[src/rtl/ecc_102_pkg.sv]
// Shared constants and SECDED parity helpers for the 102-bit FIFO write-side encoder.
package ecc_102_pkg;

  localparam int unsigned DATA_WIDTH   = 102;
  localparam int unsigned PARITY_WIDTH = 8;
  localparam int unsigned HAM_BITS     = 7;

  // Codeword position of data bit k: the (k+1)-th integer >= 3 that is not a power of two.
  function automatic int unsigned ecc_102_pos(input int unsigned k);
    int unsigned pos;
    int unsigned n;
    pos = 3;
    n   = 0;
    for (int unsigned p = 3; p < 128; p++) begin
      if ((p & (p - 1)) != 0) begin
        if (n == k) pos = p;
        n++;
      end
    end
    return pos;
  endfunction

  // Walks positions incrementally; after a power of two (>= 4) the next integer never is one.
  function automatic logic [PARITY_WIDTH-1:0] ecc_102_parity(input logic [DATA_WIDTH-1:0] data);
    logic [PARITY_WIDTH-1:0] par;
    int unsigned             pos;
    par = '0;
    pos = 2;
    for (int unsigned k = 0; k < DATA_WIDTH; k++) begin
      pos = pos + 1;
      if ((pos & (pos - 1)) == 0) pos = pos + 1;
      for (int unsigned i = 0; i < HAM_BITS; i++) begin
        if (pos[i]) par[i] = par[i] ^ data[k];
      end
    end
    par[PARITY_WIDTH-1] = (^data) ^ (^par[HAM_BITS-1:0]);
    return par;
  endfunction

endpackage

[src/rtl/ecc_102_enc_fault_detc_enc.sv]
// Combinational 102-bit data to 8-bit SECDED parity generator (one redundant copy).
module ecc_102_enc
  import ecc_102_pkg::*;
(
  input  logic [DATA_WIDTH-1:0]   data,
  output logic [PARITY_WIDTH-1:0] parity
);

  always_comb begin
    parity = ecc_102_parity(data);
  end

endmodule

[src/rtl/ecc_102_enc_fault_detc.sv]
// Write-side SECDED encoder with duplicated parity generation, compare and fault status.
// Optional macro ECC_ENC_ERR_INJ_EN adds inj_sbit/inj_dbit error-injection inputs.
module ecc_102_enc_fault_detc
  import ecc_102_pkg::*;
#(
  parameter int unsigned CNT_WIDTH = 8
) (
  input  logic                    clk,
  input  logic                    rst_n,
  input  logic                    in_vld,
  output logic                    in_rdy,
  input  logic [DATA_WIDTH-1:0]   data_in,
  input  logic                    bypass,
  input  logic                    ecc_fault_detc_en,
`ifdef ECC_ENC_ERR_INJ_EN
  input  logic                    inj_sbit,
  input  logic                    inj_dbit,
`endif
  output logic                    out_vld,
  input  logic                    out_rdy,
  output logic [DATA_WIDTH-1:0]   data_out,
  output logic [PARITY_WIDTH-1:0] parity_out,
  output logic                    ecc_fault,
  output logic                    fault_sts,
  output logic [CNT_WIDTH-1:0]    fault_cnt,
  input  logic                    fault_clr
);

  logic [PARITY_WIDTH-1:0] par0, par1;
  logic                    accept, beat_fault;
  logic [DATA_WIDTH-1:0]   data_load;

  logic                    out_vld_q, out_vld_d;
  logic [DATA_WIDTH-1:0]   data_q, data_d;
  logic [PARITY_WIDTH-1:0] parity_q, parity_d;
  logic                    fault_q, fault_d;
  logic                    sts_q, sts_d;
  logic [CNT_WIDTH-1:0]    cnt_q, cnt_d;

  ecc_102_enc u0_ecc_102_enc (.data(data_in), .parity(par0));
  ecc_102_enc u1_ecc_102_enc (.data(data_in), .parity(par1));

  always_comb begin
    in_rdy     = ~out_vld_q | out_rdy;
    accept     = in_vld & in_rdy;
    beat_fault = (|(par0 ^ par1)) & ecc_fault_detc_en & ~bypass;

    // Injection corrupts only the stored payload; parity is always from clean data.
    data_load = data_in;
`ifdef ECC_ENC_ERR_INJ_EN
    if (!bypass) begin
      if (inj_dbit)      data_load[1:0] = ~data_in[1:0];
      else if (inj_sbit) data_load[0]   = ~data_in[0];
    end
`endif

    out_vld_d = out_vld_q;
    data_d    = data_q;
    parity_d  = parity_q;
    fault_d   = fault_q;
    if (accept) begin
      out_vld_d = 1'b1;
      data_d    = data_load;
      parity_d  = bypass ? '0 : par0;
      fault_d   = beat_fault;
    end else if (out_vld_q && out_rdy) begin
      out_vld_d = 1'b0;
    end

    sts_d = sts_q;
    cnt_d = cnt_q;
    if (fault_clr) begin
      sts_d = 1'b0;
      cnt_d = '0;
    end else if (accept && beat_fault) begin
      sts_d = 1'b1;
      if (cnt_q != '1) cnt_d = cnt_q + 1'b1;
    end
  end

  always_ff @(posedge clk or negedge rst_n) begin
    if (!rst_n) begin
      out_vld_q <= 1'b0;
      data_q    <= '0;
      parity_q  <= '0;
      fault_q   <= 1'b0;
      sts_q     <= 1'b0;
      cnt_q     <= '0;
    end else begin
      out_vld_q <= out_vld_d;
      data_q    <= data_d;
      parity_q  <= parity_d;
      fault_q   <= fault_d;
      sts_q     <= sts_d;
      cnt_q     <= cnt_d;
    end
  end

  assign out_vld    = out_vld_q;
  assign data_out   = data_q;
  assign parity_out = parity_q;
  assign ecc_fault  = fault_q;
  assign fault_sts  = sts_q;
  assign fault_cnt  = cnt_q;

endmodule

[config.mk]
export PLATFORM = sky130hd
export DESIGN_NAME = ecc_102_enc_fault_detc
export DESIGN_NICKNAME = d
export VERILOG_FILES = /design/src/rtl/ecc_102_pkg.sv /design/src/rtl/ecc_102_enc_fault_detc_enc.sv /design/src/rtl/ecc_102_enc_fault_detc.sv
export SDC_FILE = /design/constraint.sdc
export NUM_CORES = 1
export LEC_CHECK = 0
export ABC_AREA = 1
export BUFFER_PORTS_ARGS = -buffer_cell sky130_fd_sc_hd__buf_4
export CORE_UTILIZATION = 26
export DETAILED_ROUTE_END_ITERATION = 8
export SETUP_SLACK_MARGIN = 0.5
export SYNTH_ARGS = -nofsm -noshare
export SYNTH_HDL_FRONTEND = slang
export SYNTH_SLANG_ARGS = --single-unit
[constraint.sdc]
create_clock -name clk -period 1.65 [get_ports clk]
set_clock_uncertainty 0.15 [all_clocks]
set_input_delay 0.0825 -clock clk [delete_from_list [all_inputs] [get_ports clk]]
set_output_delay 0.0825 -clock clk [all_outputs]
set_load 0.05 [all_outputs]
== Word level (Yosys, flattened, before mapping) ==
Cells that the tools add are included.

* Flip-flop bits (word level): 121
* Word-level logic and storage cells: 376
* Output and inout bits: 122

* Reduce and logical (&&, ||, !) cells: 9
* Muxes and demuxes: 8
* Bitwise gates (word level): 351
* Add/sub/neg operators: 1
* Equality and inequality tests: 1

{| class="wikitable"
|+ Operator list
! operator !! count
|-
| 1-bit XOR || 344
|-
| 102-bit XOR reduction || 1
|-
| 8-bit two-way mux || 4
|-
| 8-bit by 1-bit adder with 8-bit output (second input constant) || 1
|-
| 8-bit != test (second input constant) || 1
|-
| 8-bit OR reduction || 1
|-
| 8-bit XOR || 1
|-
| 7-bit XOR reduction || 1
|-
| 2-bit nonzero test || 3
|-
| 1-bit two-way mux || 4
|-
| 1-bit bitwise AND || 3
|-
| 1-bit logical AND || 2
|-
| 1-bit NOT || 2
|-
| 2-bit AND reduction || 1
|-
| 1-bit OR || 1
|}

== Depth between registers and ports, before layout ==
Gate-level depths: netlist of the first run.

* Depth in word-level cells: 62
* Depth in mapped cells: 27

== Cells and area by module ==
Synthesis of the first run repeated with hierarchy kept, for this count alone.

* Cell total of the unflattened synthesis: 2680
* Area total of the unflattened synthesis: 14411.3 um2

{| class="wikitable"
|+ Modules (own cells, without submodules)
! module !! cells each !! times used !! seq. area each (um2) !! area each (um2)
|-
| ecc_102_enc || 1051 || 2 || 0.0 || 4777.1
|-
| ecc_102_enc_fault_detc || 578 || 1 || 3027.9 || 4857.2
|}

== Worst setup path after synthesis of the first run ==
Ideal clock, no wire load.

* Path kind: reg2reg
* From: reg out_vld_q (netlist: out_vld)
* To: reg out_vld_q (netlist: out_vld)
* Required time: 1360 ps
* Setup slack: -629 ps
* Buffers on the path: 2
* Arrival: 1990 ps
* Stages on the path, launching flop included: 6
* Period minus slack after synthesis: 2279 ps
* Path through: dfrtp_1 > nand2_1 > nand2_1 > clkbuf_1 > buf_1 > nand2_1

* Longest elaborated chain between the ends: 4
* Elaborated cells on any way between the ends: 6
* Classes of those cells: 1 x mux; 3 x bitwise; 2 x reduce/logical

{| class="wikitable"
|+ Ends and longest elaborated chain
! item !! RTL line !! text
|-
| from (decl) || ecc_102_enc_fault_detc.sv:33 || <nowiki>logic out_vld_q, out_vld_d;</nowiki>
|-
| from (signal assigned) || ecc_102_enc_fault_detc.sv:90 || <nowiki>out_vld_q <= out_vld_d;</nowiki>
|-
| 1-bit NOT * || ecc_102_enc_fault_detc.sv:44 || <nowiki>in_rdy = ~out_vld_q | out_rdy;</nowiki>
|-
| 1-bit OR * || ecc_102_enc_fault_detc.sv:44 ||
|-
| net in_rdy || ecc_102_enc_fault_detc.sv:11 || <nowiki>output logic in_rdy,</nowiki>
|-
| 1-bit bitwise AND * || ecc_102_enc_fault_detc.sv:45 || <nowiki>accept = in_vld & in_rdy;</nowiki>
|-
| 1-bit two-way mux / 2-bit nonzero test (equally long branches) || -- ||
|}

Mark *: on every way through the listed nets, which the timed path passes. The rest lies on a longest branch.
A chain may end at the register's enable or synchronous reset.

== Final worst setup path of the first run ==
* From: in data_in[32]
* To: reg parity_q[7] (netlist: parity_out[7])

* Longest elaborated chain between the ends: 42
* Elaborated cells on any way between the ends: 149
* Classes of those cells: 1 x mux; 146 x bitwise; 2 x reduce/logical

{| class="wikitable"
|+ Ends and longest elaborated chain
! item !! RTL line !! text
|-
| from (decl) || ecc_102_enc_fault_detc.sv:12 || <nowiki>input logic [DATA_WIDTH-1:0] data_in,</nowiki>
|-
| 1-bit XOR (39 in series) || ecc_102_pkg.sv:33 || <nowiki>if (pos[i]) par[i] = par[i] ^ data[k];</nowiki>
|-
| 7-bit XOR reduction || ecc_102_pkg.sv:36 || <nowiki>par[PARITY_WIDTH-1] = (^data) ^ (^par[HAM_BITS-1:0]);</nowiki>
|-
| 1-bit XOR * || ecc_102_pkg.sv:36 ||
|-
| 8-bit two-way mux * || ecc_102_enc_fault_detc.sv:64 || <nowiki>parity_d = bypass ? '0 : par0;</nowiki>
|-
| to (signal assigned) || ecc_102_enc_fault_detc.sv:92 || <nowiki>parity_q <= parity_d;</nowiki>
|-
| to (decl) || ecc_102_enc_fault_detc.sv:35 || <nowiki>logic [PARITY_WIDTH-1:0] parity_q, parity_d;</nowiki>
|}

Every way passes the cells marked *; elsewhere a longest branch is shown, timed or not.

==> qor.txt, run 1 <==
Worst Path Max Fanout - 4
R2R depth - 9
Pin count of the biggest net entering global routing - 72
Pre-CTS WS - -762 ps
Share of layout cells above drive strength 1 - 57.3%
Vias in the first global route - 10900
Die height - 185 um
Drt first pass iters - 5
Via count - 11100
Final Non-Filler Cells - 2431
Initial DRC count - 510
Ant diodes - 0
Routed Antenna Nets - 0
Type of origin of the critical path - input pin
Die Footprint - 34300 um^2
Synth cell types - 27
Max-Cap Viols - 0
Setup TNS - -277 ps
GRT Max-Usage Layer - met2
Status - complete, but fails checks
Vias/cell - 4.58
GR Layer Usage met1 - 26.9%
Max Freq - 559 MHz
Worst r2r dst - data_out[76]
Final Cell Area - 19000 um^2
Number of remaining DRC errors - 0
Leading area contributor after synthesis - dfrtp_1
Reg2reg start - out_vld
CTS sink cnt - 120
# rows - 66
Period utilisation layout - 108%
CP Class - in -> reg
Synthesized cell area - 8720 um^2
First-pass GRT wire length - 58700 um
Area contributors post-synth - dfrtp_1, nand2_1, inv_1, xnor2_1, xor2_1
M3 GR Usage - 5.47%
CTS buffer count - 17
Minimum clock period - 1790 ps
IO buf count - 228
Synth Area per Inst - 6.45 um^2
CTS root buf - clkbuf_16
Cells after Synth - 1353
Min Hold Slack - -80.5 ps
Routed Wire Length - 42400 um
Seq/Total Area, Yosys - 34.4%
Initial antenna violation count - 1
Reg2Reg Setup Slack - 10 ps
Ys Warns - 0
Inst Count DP - 2128
Area Growth Syn to Fin - 118%
Routed len/inst - 17.4 um
Unrepaired setup endpoints after global routing - true
Post-synth top area share - 34.4%
Worst Hold Class - in -> reg
Cell Pwr Density - 933 nW/um^2
Worst EP arrival - 1960 ps
Post-Syn Nets - 1462
Total GRT Usage - 23.0%
Clk Latency, worst-skew pair - 430 ps
Global route overflow - 0
Dpl hpwl - 24200 um
Core area - 32800 um^2
Htree depth - 4
Maximum vdd drop - 796 uV
Die Wd - 185 um
Final hold violations - 1
Ports - 231
Critical Path End - parity_out[7]
Crit end category - register
CTS max path bufs - 2
Slew Limit Fails - 0
GPL Wtd Cong - 0.867
Setup-failing EPs final - 3
Initial Utilization - 26.6%
CTS tree - done
Setup ws final - -140 ps
Failing checks - negative hold slack, negative setup slack
CP Launch Point - data_in[32]
Routing usage on met2 - 40.2%
Total power - 17.7 mW
Reg clk slew, reported paths - 60 ps
Leakage - 9.97 nW
Flops & latches, synth - 120
FILL cells - 2725
Nets - 2085
Post-DP Area - 12100 um^2
CP required - 1820 ps
## worst max-delay path, stage by stage
cell and delay (ps):
buf_12 110, buf_4 140, xnor2_1 170, nand2_1 110
nand2_2 160, xor2_1 180, nand2_1 120, nand2_1 80
nand2_1 60, nand3_1 80, nand2_2 70, inv_1 70
nand2_1 50, nand2_1 80, inv_1 50, nand2_1 60
nand2_1 60, inv_1 50, nand3_1 60, nand3_1 80
nand2_1 50
## routing by layer
| metal | routed length, um | share of wire (%) |
|---|---|---|
| met1 | 16200 | 38 |
| met2 | 21500 | 51 |
| met3 | 2850 | 6.7 |
| met4 | 1880 | 4.4 |
| met5 | 0 | 0 |
## final cells by class
| type | count | area [um^2] | share of cell area (%) |
|---|---|---|---|
| repair buffers | 644 | 6780 | 35.6 |
| multi-input cells | 1032 | 7440 | 39.1 |
| clock inverters | 13 | 121 | 0.638 |
| flip-flops and latches | 120 | 3000 | 15.8 |
| well taps | 442 | 553 | 2.91 |
| clock buffers | 19 | 453 | 2.38 |
| inverters | 161 | 676 | 3.55 |
## power breakdown
part / internal, mW / total [mW] / leakage (nW) / switching [mW]
logic: 4.53 / 10.2 / 8.20 / 5.72
registers: 3.36 / 3.74 / 1.49 / 0.379
clock network: 2.16 / 3.76 / 0.280 / 1.60
## worst min-delay path by stage
| stage | startpoint | endpoint | slack, ps | depth (start not counted) |
|---|---|---|---|---|
| after floorplan | rst_n | data_out[0] | -360 | 0 |
| after global placement | rst_n | data_out[94] | -60 | 2 |
| after detailed placement | rst_n | data_out[95] | -70 | 2 |
| after CTS | out_rdy | out_vld | -180 | 4 |
| after global routing | out_rdy | out_vld | -90 | 5 |
| final | out_rdy | out_vld | -80 | 5 |
## cell families (layout without fill, tap and decap cells)
| logic type | Yosys count | in the layout | share of synthesized area, % |
|---|---|---|---|
| buffers and inverters | 201 | 837 | 9.17 |
| AOI/OAI and AO/OA | 75 | 75 | 4.43 |
| and+or+nand+nor | 825 | 825 | 37.9 |
| DFF | 120 | 120 | 34.4 |
| xor gates and xnor gates | 131 | 131 | 14.0 |
| other | 1 | 1 | 0.0430 |
## placed cells by master, fill, tap and decap left out, drive strengths merged
master       count
nand3b           5
or2              3
nand3           90
bufbuf           1
bufinv           1
clkbuf          21
a22o             3
xnor2           69
nor2            31
o21ai           72
dlygate4sd3    102
nand2b           3
nand4            2
clkinvlp         2
dfrtp          120
nand2          691
conb             1
xor2            62
inv            163
buf            539
clkinv           8
## stage by stage
step / util, % / hold slack (ps)
after CTS: 52.1 / -184
after detailed placement: 36.9 / -66.0
after global routing: 58.0 / -87.9
final: 58.0 / -80.5
after global placement: 36.9 / -62.9
after floorplan: - / -363
## sequential cells by signal, summed over array words and instances (netlist names)
register and flops:
fault_sts 1, fault_cnt 8, out_vld 1, data_out 102, parity_out 8
## Yosys cell counts
library cell,instances
nand2_1,675
inv_1,152
dfrtp_1,120
nand3_1,90
o21ai_0,71
xnor2_1,62
xor2_1,59
nor2_1,30
clkbuf_1,19
nand2_2,13
buf_2,9
inv_2,8
buf_4,7
xnor2_2,7
nand3b_1,5
buf_1,4
a22o_1,3
nand2_4,3
nand2b_1,3
or2_1,3
xor2_2,3
nand4_1,2
buf_6,1
clkinv_1,1
conb_1,1
nor2_2,1
o21ai_1,1
## timing repair
action / CTS / global route
gates cloned: 28 / 2
buffers inserted: 75 / 64
endpoints found under the hold margin: 235 / 2
pin swaps: 160 / 186
resized for setup: 567 / 376
endpoints found under the setup margin: 232 / 232
hold buffers: 101 / 1
No activity file was read; power rests on OpenSTA's default activity.
==> inputs of run 2 (changes only) <==
CTS_CLUSTER_SIZE = 20   (was default)
SYNTH_HIERARCHICAL = 1   (was default)
==> qor.txt, run 2 <==
Die Wd - 237 um
Synthesized cell area - 14400 um^2
Synth cell types - 27
Ys Warns - 6
Status - complete, but fails checks
Total GRT Usage - 22.5%
Final hold violations - 41
Routed Antenna Nets - 0
Cell Pwr Density - 899 nW/um^2
Flops & latches, synth - 121
Slew HR - 71.2%
Ports - 231
Share of layout cells above drive strength 1 - 46.2%
Initial DRC count - 1109
Unrepaired setup endpoints after global routing - true
First-pass GRT wire length - 96200 um
Die Footprint - 56400 um^2
Register area - 3030 um^2
Worst Path Max Fanout - 7
Reg2reg start - fault_cnt[0]
Final Cell Area - 27000 um^2
Vias in the first global route - 17300
Worst EP arrival - 2770 ps
Area contributors post-synth - nand2_1, dfrtp_1, inv_1, xnor2_1, nand3_1
FILL cells - 5207
CTS buffer count - 17
GPL Wtd Cong - 0.990
Leading area contributor after synthesis - nand2_1
Most frequent cells in the layout - nand2_1, buf_4, nand2_2
Post-synth top flop - dfrtp_1
# rows - 85
Drt first pass iters - 6
Slew @ Worst Pin - 433 ps
Failing checks - negative hold slack, negative setup slack
Vias/cell - 4.51
CP Class - in -> reg
Initial Utilization - 26.6%
Post-synth top area share - 42.6%
Worst r2r dst - fault_cnt[4]
Worst Hold Class - in -> reg
Post-DP Area - 19300 um^2
Slew Limit Fails - 0
Area Growth Syn to Fin - 87.4%
Crit end category - register
Setup ws final - -886 ps
Synth cell count leaders - nand2_1, inv_1, nand3_1
Htree depth - 4
Setup TNS - -9940 ps
Routed Wire Length - 66000 um
CTS root buf - clkbuf_16
Reg clk slew, reported paths - 60 ps
Leakage - 15.2 nW
Hold path start - out_rdy
Clk Latency, worst-skew pair - 490 ps
Type of origin of the critical path - input pin
Hold EP - out_vld
WHS Path Cells - 5
Post-synth ARST share - 100%
R2R depth - 8
CTS sink cnt - 121
EDFF count, synth - 0
Min Hold Slack - -185 ps
Period utilisation layout - 154%
Top-count cell post-synth - nand2_1
Number of remaining DRC errors - 0
Synth Area per Inst - 5.38 um^2
Die height - 237 um
Post-Syn Nets - 2790
Seq/Total Area, Yosys - 21.0%
CTS tree - done
Commonest non-fill, non-tap cell in the layout - nand2_1
Routed len/inst - 15.7 um
Reg2Reg Setup Slack - -170 ps
Global route overflow - 0
Nets - 3601
Initial antenna violation count - 0
Core area - 54200 um^2
Maximum vdd drop - 952 uV
CP required - 1880 ps
Max FFs per register - 102
CTS hold repair buffers - 106
Setup-failing EPs final - 40
Pin count of the biggest net entering global routing - 39
CTS max path bufs - 2
IO buf count - 230
Area of the multi-input gates - 13000 um^2
Ant diodes - 0
Max Freq - 394 MHz
Minimum clock period - 2540 ps
Via count - 19000
Cells after Synth - 2680
Max-Cap Viols - 0
Dpl hpwl - 45400 um
[run 2: worst max-delay path by stage]
stage / startpoint / end / slack (ps) / depth (start not counted)
floorplan: data_in[32] / fault_cnt[0] / -800 / 32
global placement: data_in[47] / fault_cnt[6] / -1450 / 33
detailed placement: data_in[47] / fault_cnt[5] / -1500 / 33
CTS: data_in[25] / fault_cnt[5] / -780 / 33
global route: data_in[70] / fault_cnt[0] / -1090 / 33
finish: data_in[40] / fault_cnt[4] / -890 / 27
[run 2: stage by stage]
step / cells / util (%) / total power [mW] / setup slack, ps / hold WS [ps]
2_1_floorplan: 2680 / - / 11.0 / -798 / -363
3_3_place_gp: 3862 / 35.6 / 15.3 / -1450 / -108
3_5_place_dp: 3862 / 35.6 / 15.4 / -1500 / -112
4_1_cts: 4140 / 45.0 / 22.1 / -782 / -321
5_1_grt: 4199 / 49.8 / 25.8 / -1090 / -200
6_report: 4199 / 49.8 / 24.3 / -886 / -185
[run 2: area by class of cell]
| cell class | instances | share of cell area (%) |
|---|---|---|
| inverter | 345 | 5.05 |
| timing repair buffer | 833 | 30.3 |
| multi-input combinational | 2173 | 48.0 |
| clock buffer | 21 | 1.74 |
| sequential | 121 | 11.2 |
| clock inverter | 10 | 0.445 |
| tap | 696 | 3.22 |
[run 2: what timing repair did]
item | in CTS | in global routing
setup endpoints to repair | 242 | 242
buffers inserted | 122 | 59
gates cloned | 19 | 0
pin swaps | 143 | 255
hold endpoints to repair | 242 | 37
gates resized for setup | 567 | 621
[run 2: metal layers]
metal	share of wire (%)	vias up	global-route usage, %
met5	0	-	0
met4	3.0	0	7.37
met3	4.3	95	3.41
met2	49	483	38.6
met1	43	8781	28.8
li1	-	9593	-
[run 2: kinds of logic after synthesis]
logic type / synth area share [%]
simple gates: 53.9
fa+ha+maj: 0.0868
compound gates: 0.287
flops: 21.0
xor+xnor: 14.4
buf+inv: 10.4
[run 2: where the power goes]
group	leakage [nW]	total, mW	switching [mW]	internal (mW)
Combinational	13.4	16.7	9.48	7.18
Sequential	1.50	3.72	0.339	3.38
Clock	0.273	3.89	1.57	2.32
Total	15.2	24.3	11.4	12.9
[run 2: critical path, stage by stage]
cell and delay [ps]:
buf_6 120, buf_6 140, buf_4 130, xnor2_1 220, xor2_1 220, nand3b_1 200, nand2_2 70, nand2_2 90
nand2_2 90, nand2_2 70, nand3_2 100, nand2_2 90, nand2_2 70, nand2_2 60, nand2_2 50, nand2_1 60
nand2_1 60, nand2_2 80, nand2_1 50, nand2_1 60, nand2_1 40, nor2_1 120, nand2_2 110, nand3_4 110
nand2_4 110, nand2_1 90, nand2_1 50
